<file path="src/rtl/dmem_bridge_if.sv">
// Bus bundle between the CPU data port, dmem_bridge and the data memory.
// The bridge uses the master modport; the CPU/memory environment uses slave.
interface dmem_bridge_if;
  logic [31:0] cpu_addr;
  logic [31:0] cpu_wdata;
  logic        cpu_mem_w;
  logic        cpu_mem_r;
  logic [2:0]  cpu_dm_type;
  logic [31:0] cpu_rdata;
  logic        cpu_ready;
  logic        cpu_err;
  logic        mem_req;
  logic        mem_we;
  logic [31:0] mem_addr;
  logic [3:0]  mem_be;
  logic [31:0] mem_wdata;
  logic [31:0] mem_rdata;
  logic        mem_ack;

  modport master (
    input  cpu_addr, cpu_wdata, cpu_mem_w, cpu_mem_r, cpu_dm_type, mem_rdata, mem_ack,
    output cpu_rdata, cpu_ready, cpu_err, mem_req, mem_we, mem_addr, mem_be, mem_wdata
  );

  modport slave (
    output cpu_addr, cpu_wdata, cpu_mem_w, cpu_mem_r, cpu_dm_type, mem_rdata, mem_ack,
    input  cpu_rdata, cpu_ready, cpu_err, mem_req, mem_we, mem_addr, mem_be, mem_wdata
  );
endinterface

</file>
<file path="src/rtl/dmem_bridge.sv">
// CPU load/store to word-wide memory bridge with lane steering and extension.
// Optional ack timeout enabled by defining DMEM_TIMEOUT_EN.
//
// state | meaning
// IDLE  | waiting for cpu_mem_w / cpu_mem_r; access latched on request
// REQ   | mem_req asserted from latched values until mem_ack (or timeout)
// DONE  | one-cycle completion; cpu_ready=1, cpu_err flags misalign/abort
module dmem_bridge #(
  parameter int TIMEOUT_CYCLES = 16
) (
  input logic          clk,
  input logic          reset,
  dmem_bridge_if.master bus
);

  localparam logic [1:0] ST_IDLE = 2'd0;
  localparam logic [1:0] ST_REQ  = 2'd1;
  localparam logic [1:0] ST_DONE = 2'd2;

  logic [1:0]  state_q, state_d;
  logic [31:0] mem_addr_q, mem_addr_d;
  logic [31:0] mem_wdata_q, mem_wdata_d;
  logic [3:0]  mem_be_q, mem_be_d;
  logic        mem_we_q, mem_we_d;
  logic [2:0]  type_q, type_d;
  logic [1:0]  lane_q, lane_d;
  logic        err_q, err_d;
  logic [31:0] rdata_q, rdata_d;

  logic        req_in, is_half, is_byte, misalign_in;
  logic [3:0]  be_in;
  logic [31:0] wdata_in, load_ext;
  logic [15:0] rd_half;
  logic [7:0]  rd_byte;

`ifdef DMEM_TIMEOUT_EN
  localparam int CW = $clog2(TIMEOUT_CYCLES + 1);
  logic [CW-1:0] count_q, count_d;
`endif

  always_comb begin
    req_in  = bus.cpu_mem_w | bus.cpu_mem_r;
    is_half = (bus.cpu_dm_type == 3'b001) || (bus.cpu_dm_type == 3'b010);
    is_byte = (bus.cpu_dm_type == 3'b011) || (bus.cpu_dm_type == 3'b100);
    // unlisted type codes are handled as word accesses
    misalign_in = is_half ? bus.cpu_addr[0] : (!is_byte && (bus.cpu_addr[1:0] != 2'b00));

    be_in    = 4'b1111;
    wdata_in = bus.cpu_wdata;
    if (is_byte) begin
      be_in    = 4'b0001 << bus.cpu_addr[1:0];
      wdata_in = {4{bus.cpu_wdata[7:0]}};
    end else if (is_half) begin
      be_in    = bus.cpu_addr[1] ? 4'b1100 : 4'b0011;
      wdata_in = {2{bus.cpu_wdata[15:0]}};
    end

    rd_half = lane_q[1] ? bus.mem_rdata[31:16] : bus.mem_rdata[15:0];
    rd_byte = bus.mem_rdata[8*lane_q +: 8];
    case (type_q)
      3'b001:  load_ext = {{16{rd_half[15]}}, rd_half};
      3'b010:  load_ext = {16'h0000, rd_half};
      3'b011:  load_ext = {{24{rd_byte[7]}}, rd_byte};
      3'b100:  load_ext = {24'h000000, rd_byte};
      default: load_ext = bus.mem_rdata;
    endcase
  end

  always_comb begin
    state_d     = state_q;
    mem_addr_d  = mem_addr_q;
    mem_wdata_d = mem_wdata_q;
    mem_be_d    = mem_be_q;
    mem_we_d    = mem_we_q;
    type_d      = type_q;
    lane_d      = lane_q;
    err_d       = err_q;
    rdata_d     = rdata_q;
`ifdef DMEM_TIMEOUT_EN
    count_d     = count_q;
`endif
    case (state_q)
      ST_IDLE: begin
        if (req_in) begin
          mem_addr_d  = {bus.cpu_addr[31:2], 2'b00};
          mem_wdata_d = wdata_in;
          mem_be_d    = be_in;
          mem_we_d    = bus.cpu_mem_w;
          type_d      = bus.cpu_dm_type;
          lane_d      = bus.cpu_addr[1:0];
          err_d       = misalign_in;
          state_d     = misalign_in ? ST_DONE : ST_REQ;
`ifdef DMEM_TIMEOUT_EN
          count_d     = '0;
`endif
        end
      end
      ST_REQ: begin
        if (bus.mem_ack) begin
          state_d = ST_DONE;
          err_d   = 1'b0;
          if (!mem_we_q) rdata_d = load_ext;
`ifdef DMEM_TIMEOUT_EN
        end else if (count_q == CW'(TIMEOUT_CYCLES - 1)) begin
          state_d = ST_DONE;
          err_d   = 1'b1;
        end else begin
          count_d = count_q + 1'b1;
`endif
        end
      end
      ST_DONE: state_d = ST_IDLE;
      default: state_d = ST_IDLE;
    endcase
  end

  always_ff @(posedge clk) begin
    if (reset) begin
      state_q     <= ST_IDLE;
      mem_addr_q  <= '0;
      mem_wdata_q <= '0;
      mem_be_q    <= '0;
      mem_we_q    <= 1'b0;
      type_q      <= '0;
      lane_q      <= '0;
      err_q       <= 1'b0;
      rdata_q     <= '0;
`ifdef DMEM_TIMEOUT_EN
      count_q     <= '0;
`endif
    end else begin
      state_q     <= state_d;
      mem_addr_q  <= mem_addr_d;
      mem_wdata_q <= mem_wdata_d;
      mem_be_q    <= mem_be_d;
      mem_we_q    <= mem_we_d;
      type_q      <= type_d;
      lane_q      <= lane_d;
      err_q       <= err_d;
      rdata_q     <= rdata_d;
`ifdef DMEM_TIMEOUT_EN
      count_q     <= count_d;
`endif
    end
  end

  assign bus.mem_req   = (state_q == ST_REQ);
  assign bus.mem_we    = mem_we_q;
  assign bus.mem_addr  = mem_addr_q;
  assign bus.mem_be    = mem_be_q;
  assign bus.mem_wdata = mem_wdata_q;
  assign bus.cpu_rdata = rdata_q;
  assign bus.cpu_err   = (state_q == ST_DONE) && err_q;
  assign bus.cpu_ready = (state_q == ST_DONE) || ((state_q == ST_IDLE) && !req_in);

endmodule

</file>
<file path="src/flat_wrapper.sv">
// flat-port wrapper written by rule: the top's interface ports become plain ports
module dmem_bridge_flat 
#(
  parameter int TIMEOUT_CYCLES = 16
)
  (clk, reset, bus_cpu_addr, bus_cpu_wdata, bus_cpu_mem_w, bus_cpu_mem_r, bus_cpu_dm_type, bus_mem_rdata, bus_mem_ack, bus_cpu_rdata, bus_cpu_ready, bus_cpu_err, bus_mem_req, bus_mem_we, bus_mem_addr, bus_mem_be, bus_mem_wdata);
  dmem_bridge_if bus_i ();
  input logic clk;
  input logic reset;
  input wire logic [$bits(bus_i.cpu_addr)-1:0] bus_cpu_addr;
  input wire logic [$bits(bus_i.cpu_wdata)-1:0] bus_cpu_wdata;
  input wire logic [$bits(bus_i.cpu_mem_w)-1:0] bus_cpu_mem_w;
  input wire logic [$bits(bus_i.cpu_mem_r)-1:0] bus_cpu_mem_r;
  input wire logic [$bits(bus_i.cpu_dm_type)-1:0] bus_cpu_dm_type;
  input wire logic [$bits(bus_i.mem_rdata)-1:0] bus_mem_rdata;
  input wire logic [$bits(bus_i.mem_ack)-1:0] bus_mem_ack;
  output wire logic [$bits(bus_i.cpu_rdata)-1:0] bus_cpu_rdata;
  output wire logic [$bits(bus_i.cpu_ready)-1:0] bus_cpu_ready;
  output wire logic [$bits(bus_i.cpu_err)-1:0] bus_cpu_err;
  output wire logic [$bits(bus_i.mem_req)-1:0] bus_mem_req;
  output wire logic [$bits(bus_i.mem_we)-1:0] bus_mem_we;
  output wire logic [$bits(bus_i.mem_addr)-1:0] bus_mem_addr;
  output wire logic [$bits(bus_i.mem_be)-1:0] bus_mem_be;
  output wire logic [$bits(bus_i.mem_wdata)-1:0] bus_mem_wdata;
  assign bus_i.cpu_addr = bus_cpu_addr;
  assign bus_i.cpu_wdata = bus_cpu_wdata;
  assign bus_i.cpu_mem_w = bus_cpu_mem_w;
  assign bus_i.cpu_mem_r = bus_cpu_mem_r;
  assign bus_i.cpu_dm_type = bus_cpu_dm_type;
  assign bus_i.mem_rdata = bus_mem_rdata;
  assign bus_i.mem_ack = bus_mem_ack;
  assign bus_cpu_rdata = bus_i.cpu_rdata;
  assign bus_cpu_ready = bus_i.cpu_ready;
  assign bus_cpu_err = bus_i.cpu_err;
  assign bus_mem_req = bus_i.mem_req;
  assign bus_mem_we = bus_i.mem_we;
  assign bus_mem_addr = bus_i.mem_addr;
  assign bus_mem_be = bus_i.mem_be;
  assign bus_mem_wdata = bus_i.mem_wdata;
  dmem_bridge #(.TIMEOUT_CYCLES(TIMEOUT_CYCLES)) u_core (.clk(clk), .reset(reset), .bus(bus_i));
endmodule
</file>
<file path="config.mk">
export PLATFORM = sky130hd
export DESIGN_NAME = dmem_bridge_flat
export DESIGN_NICKNAME = d
export VERILOG_FILES = /design/src/rtl/dmem_bridge_if.sv /design/src/rtl/dmem_bridge.sv /design/src/flat_wrapper.sv
export SDC_FILE = /design/constraint.sdc
export NUM_CORES = 1
export LEC_CHECK = 0
export BUFFER_PORTS_ARGS = -buffer_cell sky130_fd_sc_hd__buf_2
export CAP_MARGIN = 20
export CORE_UTILIZATION = 30
export CTS_CLUSTER_SIZE = 8
export DETAILED_ROUTE_END_ITERATION = 6
export PLACE_DENSITY_LB_ADDON = 0.08
export SLEW_MARGIN = 5
export SYNTH_ARGS = -nofsm -noshare
export SYNTH_HDL_FRONTEND = slang
export SYNTH_SLANG_ARGS = --single-unit
</file>
<file path="constraint.sdc">
create_clock -name clk -period 1.6 [get_ports clk]
set_input_delay 0.16 -clock clk [delete_from_list [all_inputs] [get_ports clk]]
set_output_delay 0.16 -clock clk [all_outputs]
set_load 0.01 [all_outputs]
</file>
After elaboration in Yosys (flattened, before gate mapping)
Cells that the tools add are included.
{"block": "totals", "wordCells": 55, "out_inout_bits": 104, "regBits": 107}
{"block": "op_classes", "bitwise": 2, "mux": 15, "n_eq_ne": 12, "n_reduce_logical": 15, "n_shift": 2}
{"operator": "32-bit case mux with 4 select lines", "n": 1}
{"operator": "32-bit two-way mux", "n": 2}
{"operator": "32-bit by 6-bit indexed part select with 8-bit output", "n": 1}
{"operator": "16-bit two-way mux", "n": 1}
{"operator": "3-bit by 2-bit == test with 1-bit output, second input constant", "n": 4}
{"operator": "4-bit two-way mux", "n": 3}
{"operator": "3-bit by 1-bit == test with 1-bit output, second input constant", "n": 2}
{"operator": "3-bit == test, second input constant", "n": 2}
{"operator": "2-bit two-way mux", "n": 3}
{"operator": "3-bit AND reduction", "n": 2}
{"operator": "2-bit case mux with 2 select lines", "n": 1}
{"operator": "2-bit AND reduction", "n": 2}
{"operator": "2-bit nonzero test", "n": 2}
{"operator": "1-bit by 2-bit << shifter with 4-bit output, first input constant", "n": 1}
{"operator": "1-bit logical AND", "n": 3}
{"operator": "1-bit logical OR", "n": 3}
{"operator": "1-bit two-way mux", "n": 3}
{"operator": "2-bit by 1-bit == test with 1-bit output, second input constant", "n": 1}
{"operator": "2-bit == test, second input constant", "n": 1}
{"operator": "1-bit logical NOT", "n": 2}
{"operator": "2-bit logical NOT", "n": 1}
{"operator": "2-bit by 1-bit != test with 1-bit output, second input constant", "n": 1}
{"operator": "2-bit != test, second input constant", "n": 1}
{"operator": "1-bit case mux with 2 select lines", "n": 1}
{"operator": "2 further kinds", "n": 2}

Depth between registers and ports, before layout
{"block": "logic_depth", "depth_word": 8, "mapped_depth": 6, "mapped_depth_nobuf": 5}

Least setup slack after synthesis
Ideal clock, no wire load.
{"block": "synth_path", "kind": "flip-flop to flip-flop", "from": "reg u_core.lane_q[0]", "to": "reg u_core.rdata_q[16], in the netlist u_core.bus.cpu_rdata[16]", "path_stages_with_launch": 6, "arrival_time_ps": 1466, "setup_time_ps": 80, "setup_slack_ps": 54, "synth_period_minus_slack_ps": 1546, "required_time_ps": 1520, "cell_sequence": "dfxtp_1 nand2b_1 mux2_2 o31a_4 buf_6 a211oi_2"}
{"block": "synth_via", "elab_chain_len": 2}
{"item": "from (decl)", "line": "dmem_bridge.sv:26", "source": "logic [1:0] lane_q, lane_d;"}
{"item": "from (signal assigned)", "line": "dmem_bridge.sv:138", "source": "lane_q <= lane_d;"}
{"item": "32-bit by 6-bit indexed part select with 8-bit output", "line": "dmem_bridge.sv:59", "source": "rd_byte = bus.mem_rdata[8*lane_q +: 8];"}
{"item": "32-bit case mux with 4 select lines", "line": "dmem_bridge.sv:60", "source": "case (type_q)"}
{"item": "to (signal assigned)", "line": "dmem_bridge.sv:140", "source": "rdata_q <= rdata_d;"}
{"item": "to (decl)", "line": "dmem_bridge.sv:28", "source": "logic [31:0] rdata_q, rdata_d;"}
Every way passes these cells.
A chain may end at the register's enable or synchronous reset.

Worst setup path in the final report
{"block": "layout_path", "from": "reg u_core.lane_q[1]", "to": "reg u_core.rdata_q[26], in the netlist u_core.bus.cpu_rdata[26]"}
{"block": "layout_via", "elab_chain_len": 2, "elab_cells_between_ends": 3, "cone_classes": "shift (1); mux (2)"}
{"item": "32-bit by 6-bit indexed part select with 8-bit output / 16-bit two-way mux (equally long branches)", "line": "dmem_bridge.sv:59, dmem_bridge.sv:58"}
{"item": "32-bit case mux with 4 select lines *", "line": "dmem_bridge.sv:60"}
Every way passes the cells marked *; elsewhere a longest branch is shown, timed or not.

==> qor.csv <==
metric,value,unit
drive_above_1_share,36.97,%
clock-sinks,107,
synth_edf_count,0,
avgSynthCellArea,7.983,sq um
ys.flop_type,dfxtp_1,
synthCells,620,
ant_nets,0,
slew_violations,0,
powerDensity,1078,nW/um^2
ys_async_sr_fraction,0,%
die_width,130.5,microns
diodes,0,
cp_max_fo,8,
final_core_util,42.48,%
core_area,16000,sq um
viasPerCell,4.905,
placed_cell_area,6369,sq um
fmax,0.6342,GHz
dp_slack,-42.88,ps
status,"complete, no violations",
synth.distinct_cells,44,
cts_root_buf,clkbuf_16,
wl_per_cell,15.77,microns
crit_slowest_cell,o31a_4,
yosysWarningCount,0,
maxCapViolCount,0,
grt_max_degree,47,
die_area,17020,sq um
skew,4.718,ps
synth_seq_cells,107,
fin_area,6797,sq um
gr-total-overflow,0,
ir_drop,0.4966,mV
grt_pass1_vias,4955,
end_kind,flop,
setup_ws,23.25,ps
relSlewSlack,62.49,%
vias,5145,
mostFrequentLayoutCells,"buf_2 (204), nand2_1 (128), dfxtp_1 (103)",
rsz0062_at_grt,true,
setup_viol,0,
final_common_cell,buf_2,
critPathRequiredTime,1870,ps
hp-class,in2reg,
start_util,30.94,%
finalHoldViolCount,0,
antenna_found_initial,0,
hpwl,12190,microns
fin_tns_setup,0,ps
clkLatencyLatePin,350,ps
num-fill-cells,1728,
netlist_area,4950,sq um
finalCritPeriodShare,98.55,%
tightestPinTransition,560.6,ps
htreeDepth,3,
wirelength,16550,microns
path_cells,"mux2i_2, mux2_4, o31a_4, a211oi_1",
final_nets,932,
cts_buffers,9,
cpPeakStageDelay,440,ps
fin_crit,1577,ps
path_clk_slew,70,ps
grt_use_total,18.98,%
io_buffer_count,205,
leakagePower,3.067,nW
crit_path_start_kind,flop,
cts_buffer_depth,2,
die_y,130.5,microns
drtIter0Drc,255,
worstPathArrival,1850,ps
hold_buffers,0,
num_rows,46,
critical_path_class,reg2reg,
grt_pass1_wl,24850,microns
drc,0,
drt_first_pass_iters,4,
synthToLayoutAreaGrowth,37.31,%
tritoncts,yes,
place_congestion,0.8218,
yosysSeqAreaShare,43.28,%
io_pins,208,
[power breakdown]
part / internal (mW) / switching, mW
clock: 1.28 / 1.08
combinational: 0.797 / 1.11
sequential: 2.93 / 0.146
[cell families after synthesis]
kind of cell / count (synthesis) / synth area share [%]
mux: 27 / 5.713
buf+inv: 61 / 5.511
other cells: 1 / 0.07576
flops: 107 / 43.28
xor+xnor: 3 / 0.5309
simple gates: 245 / 21.01
compound gates: 176 / 23.89
[stage by stage]
step	power [mW]	instances	hold slack, ps
after global placement	4.968	1031	400.9
after global routing	7.741	1049	29.90
final	7.329	1049	39.51
after floorplan	4.195	621	296.0
after CTS	7.397	1047	22.13
after detailed placement	5.002	1031	404.5
[critical path, delay by kind of cell, from the launching register on]
kind	cells	cell delay [ps]
DFF	1	370
muxes	2	480
AOI/OAI and AO/OA	2	650
[cell type report]
cell class	count	area (sq um)	share of cell area [%]
Clock buffer	10	239.0	3.516
Clock inverter	6	73.82	1.086
Inverter	11	41.29	0.6075
Multi-Input combinational cell	454	2649	38.97
Sequential cell	107	2150	31.63
Tap cell	216	270.3	3.976
Timing Repair Buffer	245	1374	20.21
[path summary, 6_finish.rpt]
path | start | end | slack (ps) | depth (start not counted)
setup reg to reg | u_core.lane_q[1]$_SDFFE_PP0P_ | u_core.bus.cpu_rdata[26]$_SDFFE_PP0P_ | 20 | 4
hold / removal | bus_cpu_addr[29] | u_core.bus.mem_addr[29]$_SDFFE_PP0P_ | 40 | 3
hold reg to reg | u_core.bus.mem_be[0]$_SDFFE_PP0P_ | u_core.bus.mem_be[0]$_SDFFE_PP0P_ | 450 | 2
setup / recovery | u_core.lane_q[1]$_SDFFE_PP0P_ | u_core.bus.cpu_rdata[26]$_SDFFE_PP0P_ | 20 | 4
[cell usage after synthesis, drive strengths merged (2+ instances only)]
| cell | instances | area (sq um) |
|---|---|---|
| mux2 | 10 | 112.6 |
| nand3 | 4 | 20.02 |
| o22ai | 9 | 56.30 |
| o21a | 16 | 120.1 |
| buf | 19 | 115.1 |
| inv | 11 | 41.29 |
| o21ai | 26 | 130.1 |
| nand2 | 131 | 494.2 |
| o221ai | 8 | 70.07 |
| clkbuf | 31 | 116.4 |
| nor2 | 73 | 290.3 |
| a2111oi | 9 | 78.83 |
| xor2 | 2 | 17.52 |
| a211oi | 32 | 290.3 |
| nor3b | 2 | 26.28 |
| nand2b | 3 | 18.77 |
| mux2i | 17 | 170.2 |
| nor2b | 9 | 56.30 |
| nor3 | 19 | 100.1 |
| dfxtp | 107 | 2142 |
| a311oi | 8 | 70.07 |
| a21oi | 61 | 305.3 |
[registers in the layout (all words and copies together), names as in the netlist]
name                  cells
u_core.state_q            2
u_core.err_q              1
u_core.bus.mem_wdata     32
u_core.bus.mem_addr      30
u_core.type_q             3
u_core.bus.mem_we         1
u_core.bus.cpu_rdata     32
u_core.lane_q             2
u_core.bus.mem_be         4
[metal layers]
metal | GRT usage, % | vias up | wire (microns)
met3 | 4.316 | 20 | 978
met1 | 22.89 | 2387 | 7205
met4 | 7.437 | 0 | 297
met2 | 32.76 | 169 | 8066
met5 | 0 | - | 0
li1 | - | 2569 | -
[timing repair]
action | 4_1_cts | 5_1_grt
pin swaps | 1 | 5
hold endpoints to repair | 0 | 0
resized for setup | 6 | 21
gates cloned | 0 | 1
setup endpoints to repair | 12 | 32
setup buffers | 0 | 1
No activity file was read; power rests on OpenSTA's default activity.
